===== src/rtl/idwt_pkg.sv =====
// Shared constants, element types and the pixel clamp for the 8x8 inverse Haar engine.
package idwt_pkg;
  localparam int unsigned PIX_W = 8;
  localparam int unsigned N     = 8;
  localparam int unsigned ROW_W = N * PIX_W;
  localparam int unsigned V_W   = 10;
  localparam int unsigned H_W   = 11;

  typedef logic signed [V_W-1:0] v_elem_t;
  typedef v_elem_t v_row_t [N];

  // Saturate a horizontal-stage result into the unsigned pixel range.
  function automatic logic [PIX_W-1:0] clamp_u8(input logic signed [H_W-1:0] y);
    if (y[H_W-1])              return '0;
    else if (|y[H_W-2:PIX_W])  return '1;
    else                       return y[PIX_W-1:0];
  endfunction
endpackage


===== src/rtl/idwt_8x8_if.sv =====
// Row-word bus of the inverse DWT engine: eight coefficient rows in, eight pixel rows out.
interface idwt_8x8_if;
  import idwt_pkg::*;

  logic [ROW_W-1:0] inp1, inp2, inp3, inp4, inp5, inp6, inp7, inp8;
  logic [ROW_W-1:0] outp1, outp2, outp3, outp4, outp5, outp6, outp7, outp8;
  logic             idwt_valid;

  modport master (
    output inp1, inp2, inp3, inp4, inp5, inp6, inp7, inp8,
    input  outp1, outp2, outp3, outp4, outp5, outp6, outp7, outp8,
    input  idwt_valid
  );

  modport slave (
    input  inp1, inp2, inp3, inp4, inp5, inp6, inp7, inp8,
    output outp1, outp2, outp3, outp4, outp5, outp6, outp7, outp8,
    output idwt_valid
  );
endinterface


===== src/rtl/idwt_haar1d.sv =====
// Combinational 8-point inverse Haar butterfly: out[2k] = a[k]+a[k+4], out[2k+1] = a[k]-a[k+4].
module idwt_haar1d #(
  parameter int unsigned IN_W  = 9,
  parameter int unsigned OUT_W = 10
) (
  input  logic signed [IN_W-1:0]  din  [idwt_pkg::N],
  output logic signed [OUT_W-1:0] dout [idwt_pkg::N]
);
  localparam int unsigned HALF = idwt_pkg::N / 2;

  always_comb begin
    for (int k = 0; k < HALF; k++) begin
      dout[2*k]   = OUT_W'(din[k]) + OUT_W'(din[k+HALF]);
      dout[2*k+1] = OUT_W'(din[k]) - OUT_W'(din[k+HALF]);
    end
  end
endmodule


===== src/rtl/idwt_8x8.sv =====
// Streaming single-level 2D inverse Haar DWT: one 8x8 block per clock, three register stages.
module idwt_8x8
  import idwt_pkg::*;
(
  input  logic      clk,
  input  logic      rst,
  idwt_8x8_if.slave bus
);
  logic [ROW_W-1:0] in_q  [N];
  v_row_t           x_d   [N];
  v_row_t           x_q   [N];
  logic [ROW_W-1:0] out_d [N];
  logic [ROW_W-1:0] out_q [N];
  logic [2:0]       vld_sr;

  // Reg1: raw coefficient rows
  always_ff @(posedge clk or posedge rst) begin
    if (rst) begin
      for (int r = 0; r < N; r++) in_q[r] <= '0;
    end else begin
      in_q[0] <= bus.inp1;
      in_q[1] <= bus.inp2;
      in_q[2] <= bus.inp3;
      in_q[3] <= bus.inp4;
      in_q[4] <= bus.inp5;
      in_q[5] <= bus.inp6;
      in_q[6] <= bus.inp7;
      in_q[7] <= bus.inp8;
    end
  end

  // Vertical pass per column; the LL quadrant is unsigned, every other band is two's complement.
  for (genvar c = 0; c < N; c++) begin : g_col
    logic signed [PIX_W:0] col [N];
    v_elem_t               vx  [N];
    for (genvar r = 0; r < N; r++) begin : g_el
      logic [PIX_W-1:0] e;
      assign e = in_q[r][ROW_W-1-PIX_W*c -: PIX_W];
      if (r < N/2 && c < N/2) begin : g_ll
        assign col[r] = {1'b0, e};
      end else begin : g_sgn
        assign col[r] = {e[PIX_W-1], e};
      end
      assign x_d[r][c] = vx[r];
    end
    idwt_haar1d #(.IN_W(PIX_W + 1), .OUT_W(V_W)) u_v (.din(col), .dout(vx));
  end

  // Reg2: vertical results
  always_ff @(posedge clk or posedge rst) begin
    if (rst) begin
      for (int r = 0; r < N; r++)
        for (int c = 0; c < N; c++) x_q[r][c] <= '0;
    end else begin
      x_q <= x_d;
    end
  end

  // Horizontal pass per row, then clamp and pack back into a row word.
  for (genvar r = 0; r < N; r++) begin : g_row
    v_row_t                hx;
    logic signed [H_W-1:0] hy [N];
    logic [ROW_W-1:0]      pix;
    assign hx = x_q[r];
    idwt_haar1d #(.IN_W(V_W), .OUT_W(H_W)) u_h (.din(hx), .dout(hy));
    always_comb begin
      pix = '0;
      for (int c = 0; c < N; c++) pix[ROW_W-1-PIX_W*c -: PIX_W] = clamp_u8(hy[c]);
    end
    assign out_d[r] = pix;
  end

  // Reg3: output pixels plus the valid fill register
  always_ff @(posedge clk or posedge rst) begin
    if (rst) begin
      for (int r = 0; r < N; r++) out_q[r] <= '0;
      vld_sr <= '0;
    end else begin
      out_q  <= out_d;
      vld_sr <= {vld_sr[1:0], 1'b1};
    end
  end

  assign bus.outp1      = out_q[0];
  assign bus.outp2      = out_q[1];
  assign bus.outp3      = out_q[2];
  assign bus.outp4      = out_q[3];
  assign bus.outp5      = out_q[4];
  assign bus.outp6      = out_q[5];
  assign bus.outp7      = out_q[6];
  assign bus.outp8      = out_q[7];
  assign bus.idwt_valid = vld_sr[2];
endmodule


===== src/flat_wrapper.sv =====
// flat-port wrapper written by rule: the top's interface ports become plain ports
module idwt_8x8_flat import idwt_pkg::*;
  (clk, rst, bus_inp1, bus_inp2, bus_inp3, bus_inp4, bus_inp5, bus_inp6, bus_inp7, bus_inp8, bus_outp1, bus_outp2, bus_outp3, bus_outp4, bus_outp5, bus_outp6, bus_outp7, bus_outp8, bus_idwt_valid);
  idwt_8x8_if bus_i ();
  input  logic clk;
  input  logic rst;
  input wire logic [$bits(bus_i.inp1)-1:0] bus_inp1;
  input wire logic [$bits(bus_i.inp2)-1:0] bus_inp2;
  input wire logic [$bits(bus_i.inp3)-1:0] bus_inp3;
  input wire logic [$bits(bus_i.inp4)-1:0] bus_inp4;
  input wire logic [$bits(bus_i.inp5)-1:0] bus_inp5;
  input wire logic [$bits(bus_i.inp6)-1:0] bus_inp6;
  input wire logic [$bits(bus_i.inp7)-1:0] bus_inp7;
  input wire logic [$bits(bus_i.inp8)-1:0] bus_inp8;
  output wire logic [$bits(bus_i.outp1)-1:0] bus_outp1;
  output wire logic [$bits(bus_i.outp2)-1:0] bus_outp2;
  output wire logic [$bits(bus_i.outp3)-1:0] bus_outp3;
  output wire logic [$bits(bus_i.outp4)-1:0] bus_outp4;
  output wire logic [$bits(bus_i.outp5)-1:0] bus_outp5;
  output wire logic [$bits(bus_i.outp6)-1:0] bus_outp6;
  output wire logic [$bits(bus_i.outp7)-1:0] bus_outp7;
  output wire logic [$bits(bus_i.outp8)-1:0] bus_outp8;
  output wire logic [$bits(bus_i.idwt_valid)-1:0] bus_idwt_valid;
  assign bus_i.inp1 = bus_inp1;
  assign bus_i.inp2 = bus_inp2;
  assign bus_i.inp3 = bus_inp3;
  assign bus_i.inp4 = bus_inp4;
  assign bus_i.inp5 = bus_inp5;
  assign bus_i.inp6 = bus_inp6;
  assign bus_i.inp7 = bus_inp7;
  assign bus_i.inp8 = bus_inp8;
  assign bus_outp1 = bus_i.outp1;
  assign bus_outp2 = bus_i.outp2;
  assign bus_outp3 = bus_i.outp3;
  assign bus_outp4 = bus_i.outp4;
  assign bus_outp5 = bus_i.outp5;
  assign bus_outp6 = bus_i.outp6;
  assign bus_outp7 = bus_i.outp7;
  assign bus_outp8 = bus_i.outp8;
  assign bus_idwt_valid = bus_i.idwt_valid;
  idwt_8x8 u_core (.clk(clk), .rst(rst), .bus(bus_i));
endmodule

===== config.mk =====
export PLATFORM = sky130hd
export DESIGN_NAME = idwt_8x8_flat
export DESIGN_NICKNAME = d
export VERILOG_FILES = /design/src/rtl/idwt_pkg.sv /design/src/rtl/idwt_8x8_if.sv /design/src/rtl/idwt_haar1d.sv /design/src/rtl/idwt_8x8.sv /design/src/flat_wrapper.sv
export SDC_FILE = /design/constraint.sdc
export NUM_CORES = 2
export LEC_CHECK = 0
export CAP_MARGIN = 20
export CORE_ASPECT_RATIO = 0.9
export CORE_MARGIN = 10
export CORE_UTILIZATION = 35
export CTS_CLUSTER_DIAMETER = 50
export DETAILED_ROUTE_END_ITERATION = 12
export PLACE_DENSITY = 0.64
export SKIP_CTS_REPAIR_TIMING = 1
export SYNTH_ARGS = -nofsm -noshare
export SYNTH_HDL_FRONTEND = slang
export SYNTH_SLANG_ARGS = --single-unit

===== constraint.sdc =====
create_clock -name clk -period 144.5 [get_ports clk]
set_input_delay 28.9 -clock clk [delete_from_list [all_inputs] [get_ports clk]]
set_output_delay 28.9 -clock clk [all_outputs]
set_load 0.05 [all_outputs]

==> impl_metrics.toml <==
[global_routing]
grt_pass1_wl_um = 413000
globalRouteOverflowTotal = 0
number_of_antenna_violations_at_the_first_check_in_global_routing = 68
grt_pass1_vias = 68890
gr-usage-all-layers = 0.182
largest_net_degree_at_the_start_of_global_routing = 177

[synth]
synth.avg_cell_area_um2 = 10.2
synthDistinctLibCells = 89
synth_cells = 9154
combinational_family_with_the_most_area_after_synthesis = "adder cells"
post_synth_fa_ha_maj_area_fraction = 0.182
synth_enable_flop_cells = 0
synth.ff_latch_count = 1603
synth_mux_area_frac = 0.00462
yosys.area_share.xor_xnor = 0.0746
postSynthNetCount = 10948
seq_area_frac_synth = 0.430
synth.cell_area_um2 = 93200
ys_dominant_reg_cell = "sky130_fd_sc_hd__dfrtp_1"
synthSimpleGateAreaFrac = 0.0986
synth.yosys.warnings = 0
synth_compound_gate_area_share = 0.153
async_flop_share = 1.00

[routing]
detailroute.via_count = 68115
postRouteWirelength_um = 273000
routed_via_density = 4.90
remaining_design_rule_violation_count = 0
drt_first_iter_violations = 4549
final_antenna_net_count = 0
route.detailed.wl_per_inst_um = 19.6
firstDrtPassIters = 6

[timing]
final-setup-viol-count = 0
max_freq_ghz = 0.0287
totalNegativeSetupSlack_ns = 0
final_critical_path_setup_slack_ns = 109.64
hold_viol_final = 0
worst_clock_skew_ns = 0.0838
final_min_period_over_clock_period = 0.241
slew-limit-headroom = 0.211
worst-slew-pin-transition_ns = 1.17
timing_max_transition_violations_final = 0
rsz0062_at_grt = "no"
post-route-min-period_ns = 34.86

[worst_setup_path]
worst_path_most_repeated_cell = "sky130_fd_sc_hd__buf_4"
crit_path_start = "rst"
crit_type = "in -> async"
worst_ep_arrival_time_ns = 35.64
crit_path_max_incr_delay_ns = 0.87
worst-endpoint-required_ns = 145.28
reg2reg_path_depth = 9
cp-end-kind = "async pin"
worstSetupEndpoint = "u_core.bus.outp4[13]"
crit_path_max_fanout = 111
cells_traversed_along_the_worst_timing_path = "clkdlybuf4s50_1, inv_8, buf_4, buf_4, buf_4, buf_4, buf_4, buf_4, buf_4"
rrSetupSlack_ns = 140.88
critical_path.reg2reg.endpoint = "u_core.bus.outp6[15]"
worst_setup_path_start_kind = "input pin"
worst_path_max_delay_cell = "sky130_fd_sc_hd__buf_4"
critical_path.reg2reg.startpoint = "u_core.g_row[4].hx[0]"

[clock_network]
clkLatencyLatePin_ns = 0.89
cts_inserted_buffers = 206
clock_tree.buffer_depth = 4
tritoncts = "built"
clock-root-buffer = "sky130_fd_sc_hd__clkbuf_16"
htreeDepth = 4
number_of_clock_sinks = 1603
worst_setup_hold_path_clk_slew_ns = 0.06

[status]
status = "finished, final reports clean"

[placed_design]
numPortBuffers = 1026
final_wtd_congestion = 0.925
preCtsSetupSlack_ns = 108.45
placed_wire_length_estimate_after_detailed_placement_um = 222000

[floorplan]
fp.dieW_um = 564
floorplan.io_pins = 1027
die_height_um = 510
floorplan.initialDensity = 0.352
die_area_um2 = 287000
fp-row-count = 179
core_area_um2 = 265000

[power_and_ir_drop]
switching_share = 0.447
report.power.total_uw = 2280
static-leakage-power_uw = 0.0526
power_density_nw_per_um2 = 19.9
part_of_the_total_power_dissipated_in_combinational_logic = 0.500
p_int_uw = 1260
seq_power_share = 0.271
net-switching-power_uw = 1020
peakVddDrop_v = 0.0000163
clock_power_share = 0.229

[worst_hold_path]
hold_crit_class = "reg -> reg"
worstHoldPathCells = 0
worstHoldStart = "u_core.vld_sr[1]"

[job]
timing.max_cap.violations = 0

[cells_and_area]
design.final.nets = 11987
area_growth_pct = 22.5
post_route_cells_drive_above_1_share = 0.0532
[power by group through the flow]
stage | Clock, uW | Sequential, uW | Combinational (uW)
floorplan | 0 | 856 | 505
global placement | 0 | 622 | 1130
detailed placement | 0 | 625 | 1130
CTS | 534 | 618 | 1140
global route | 553 | 628 | 1220
finish | 521 | 618 | 1140
[metrics by stage]
stage / util / hold WS [ns] / area (um^2) / cells
after floorplan: - / 0.331 / 93200 / 9154
after global placement: 0.405 / 0.335 / 107000 / 13509
after global routing: 0.431 / 0.370 / 114000 / 13897
after CTS: 0.431 / 0.348 / 114000 / 13882
after detailed placement: 0.405 / 0.335 / 107000 / 13513
final: 0.431 / 0.348 / 114000 / 13909
[Yosys cell counts, types with 106 or more instances]
| library cell | n | area, um^2 |
|---|---|---|
| sky130_fd_sc_hd__xnor2_1 | 485 | 4250 |
| sky130_fd_sc_hd__a21o_1 | 151 | 1130 |
| sky130_fd_sc_hd__fa_1 | 128 | 2560 |
| sky130_fd_sc_hd__o21bai_1 | 176 | 1320 |
| sky130_fd_sc_hd__ha_1 | 1152 | 14400 |
| sky130_fd_sc_hd__o21a_1 | 125 | 938 |
| sky130_fd_sc_hd__nor3_1 | 212 | 1060 |
| sky130_fd_sc_hd__o21ai_0 | 632 | 3160 |
| sky130_fd_sc_hd__nor2b_1 | 248 | 1550 |
| sky130_fd_sc_hd__nand2b_1 | 176 | 1100 |
| sky130_fd_sc_hd__clkbuf_1 | 106 | 398 |
| sky130_fd_sc_hd__nand2_1 | 294 | 1100 |
| sky130_fd_sc_hd__dfrtp_1 | 1603 | 40100 |
| sky130_fd_sc_hd__a21oi_1 | 627 | 3140 |
| sky130_fd_sc_hd__xor2_1 | 309 | 2710 |
| sky130_fd_sc_hd__inv_1 | 1146 | 4300 |
| sky130_fd_sc_hd__nor2_1 | 500 | 1880 |
[placed cells by master, fill, tap and decap left out, types with 28 or more instances in the layout]
cell type and count:
sky130_fd_sc_hd__or2_2 57, sky130_fd_sc_hd__o21ai_0 632, sky130_fd_sc_hd__dfrtp_1 1603, sky130_fd_sc_hd__and2_1 28, sky130_fd_sc_hd__o211ai_1 59, sky130_fd_sc_hd__a21oi_1 627
sky130_fd_sc_hd__a31oi_1 49, sky130_fd_sc_hd__a211oi_1 87, sky130_fd_sc_hd__a221oi_1 29, sky130_fd_sc_hd__nor2_1 500, sky130_fd_sc_hd__inv_1 1145, sky130_fd_sc_hd__nand2_1 294
sky130_fd_sc_hd__nor2b_1 248, sky130_fd_sc_hd__nand2b_1 176, sky130_fd_sc_hd__o31a_1 40, sky130_fd_sc_hd__xnor2_1 485, sky130_fd_sc_hd__nor4_1 39, sky130_fd_sc_hd__and3_1 32
sky130_fd_sc_hd__clkinv_2 32, sky130_fd_sc_hd__o21a_1 125, sky130_fd_sc_hd__o21bai_1 176, sky130_fd_sc_hd__clkdlybuf4s50_1 1026, sky130_fd_sc_hd__clkbuf_16 208, sky130_fd_sc_hd__nand3_1 50
sky130_fd_sc_hd__a21o_1 151, sky130_fd_sc_hd__o21ai_1 35, sky130_fd_sc_hd__or3_1 64, sky130_fd_sc_hd__fa_1 128, sky130_fd_sc_hd__o211a_1 28, sky130_fd_sc_hd__nor3_1 212
sky130_fd_sc_hd__o31ai_1 61, sky130_fd_sc_hd__ha_1 1152, sky130_fd_sc_hd__xor2_1 309
[final cells by class]
type | instances | area (um^2)
Inverter | 1146 | 4310
Tap cell | 3529 | 4420
Clock inverter | 126 | 1500
Antenna cell | 26 | 65.1
Fill cell | 24822 | 151000
Multi-Input combinational cell | 6184 | 47800
Sequential cell | 1603 | 40100
Timing Repair Buffer | 1052 | 10500
Clock buffer | 243 | 5520
[how the worst min path moves through the flow]
stage	to
floorplan	u_core.vld_sr[1]
global placement	u_core.vld_sr[1]
detailed placement	u_core.vld_sr[2]
CTS	u_core.vld_sr[2]
global route	u_core.vld_sr[2]
finish	u_core.vld_sr[2]
[sequential cells by signal, summed over array words and instances (netlist names)]
signal	flops
u_core.g_row.hx	576
u_core.bus.outp8	64
u_core.bus.outp4	64
u_core.bus.outp3	64
u_core.bus.outp5	64
u_core.bus.outp1	64
u_core.g_col.col	512
u_core.vld_sr	3
u_core.bus.outp2	64
u_core.bus.outp6	64
u_core.bus.outp7	64
[per-layer routing]
metal / track usage / routed length, um / share of wire
met1: 0.251 / 125000 / 0.46
met2: 0.293 / 123000 / 0.45
met3: 0.0330 / 16500 / 0.061
met4: 0.0491 / 7310 / 0.027
met5: 0 / 161 / 0.00059
[worst max-delay path, delay by kind of cell]
kind	cells	cell delay [ns]
buf+inv	9	6.42
[logic make-up (layout without fill, tap and decap cells)]
group | count (synthesis) | in the layout
DFF | 1603 | 1603
AOI/OAI and AO/OA | 2267 | 2267
adders and majority gates | 1280 | 1280
muxes | 41 | 41
other | 1 | 27
and+or+nand+nor | 1801 | 1801
xor gates and xnor gates | 794 | 794
buffers and inverters | 1367 | 2567
(Power assumes the default switching activity.)
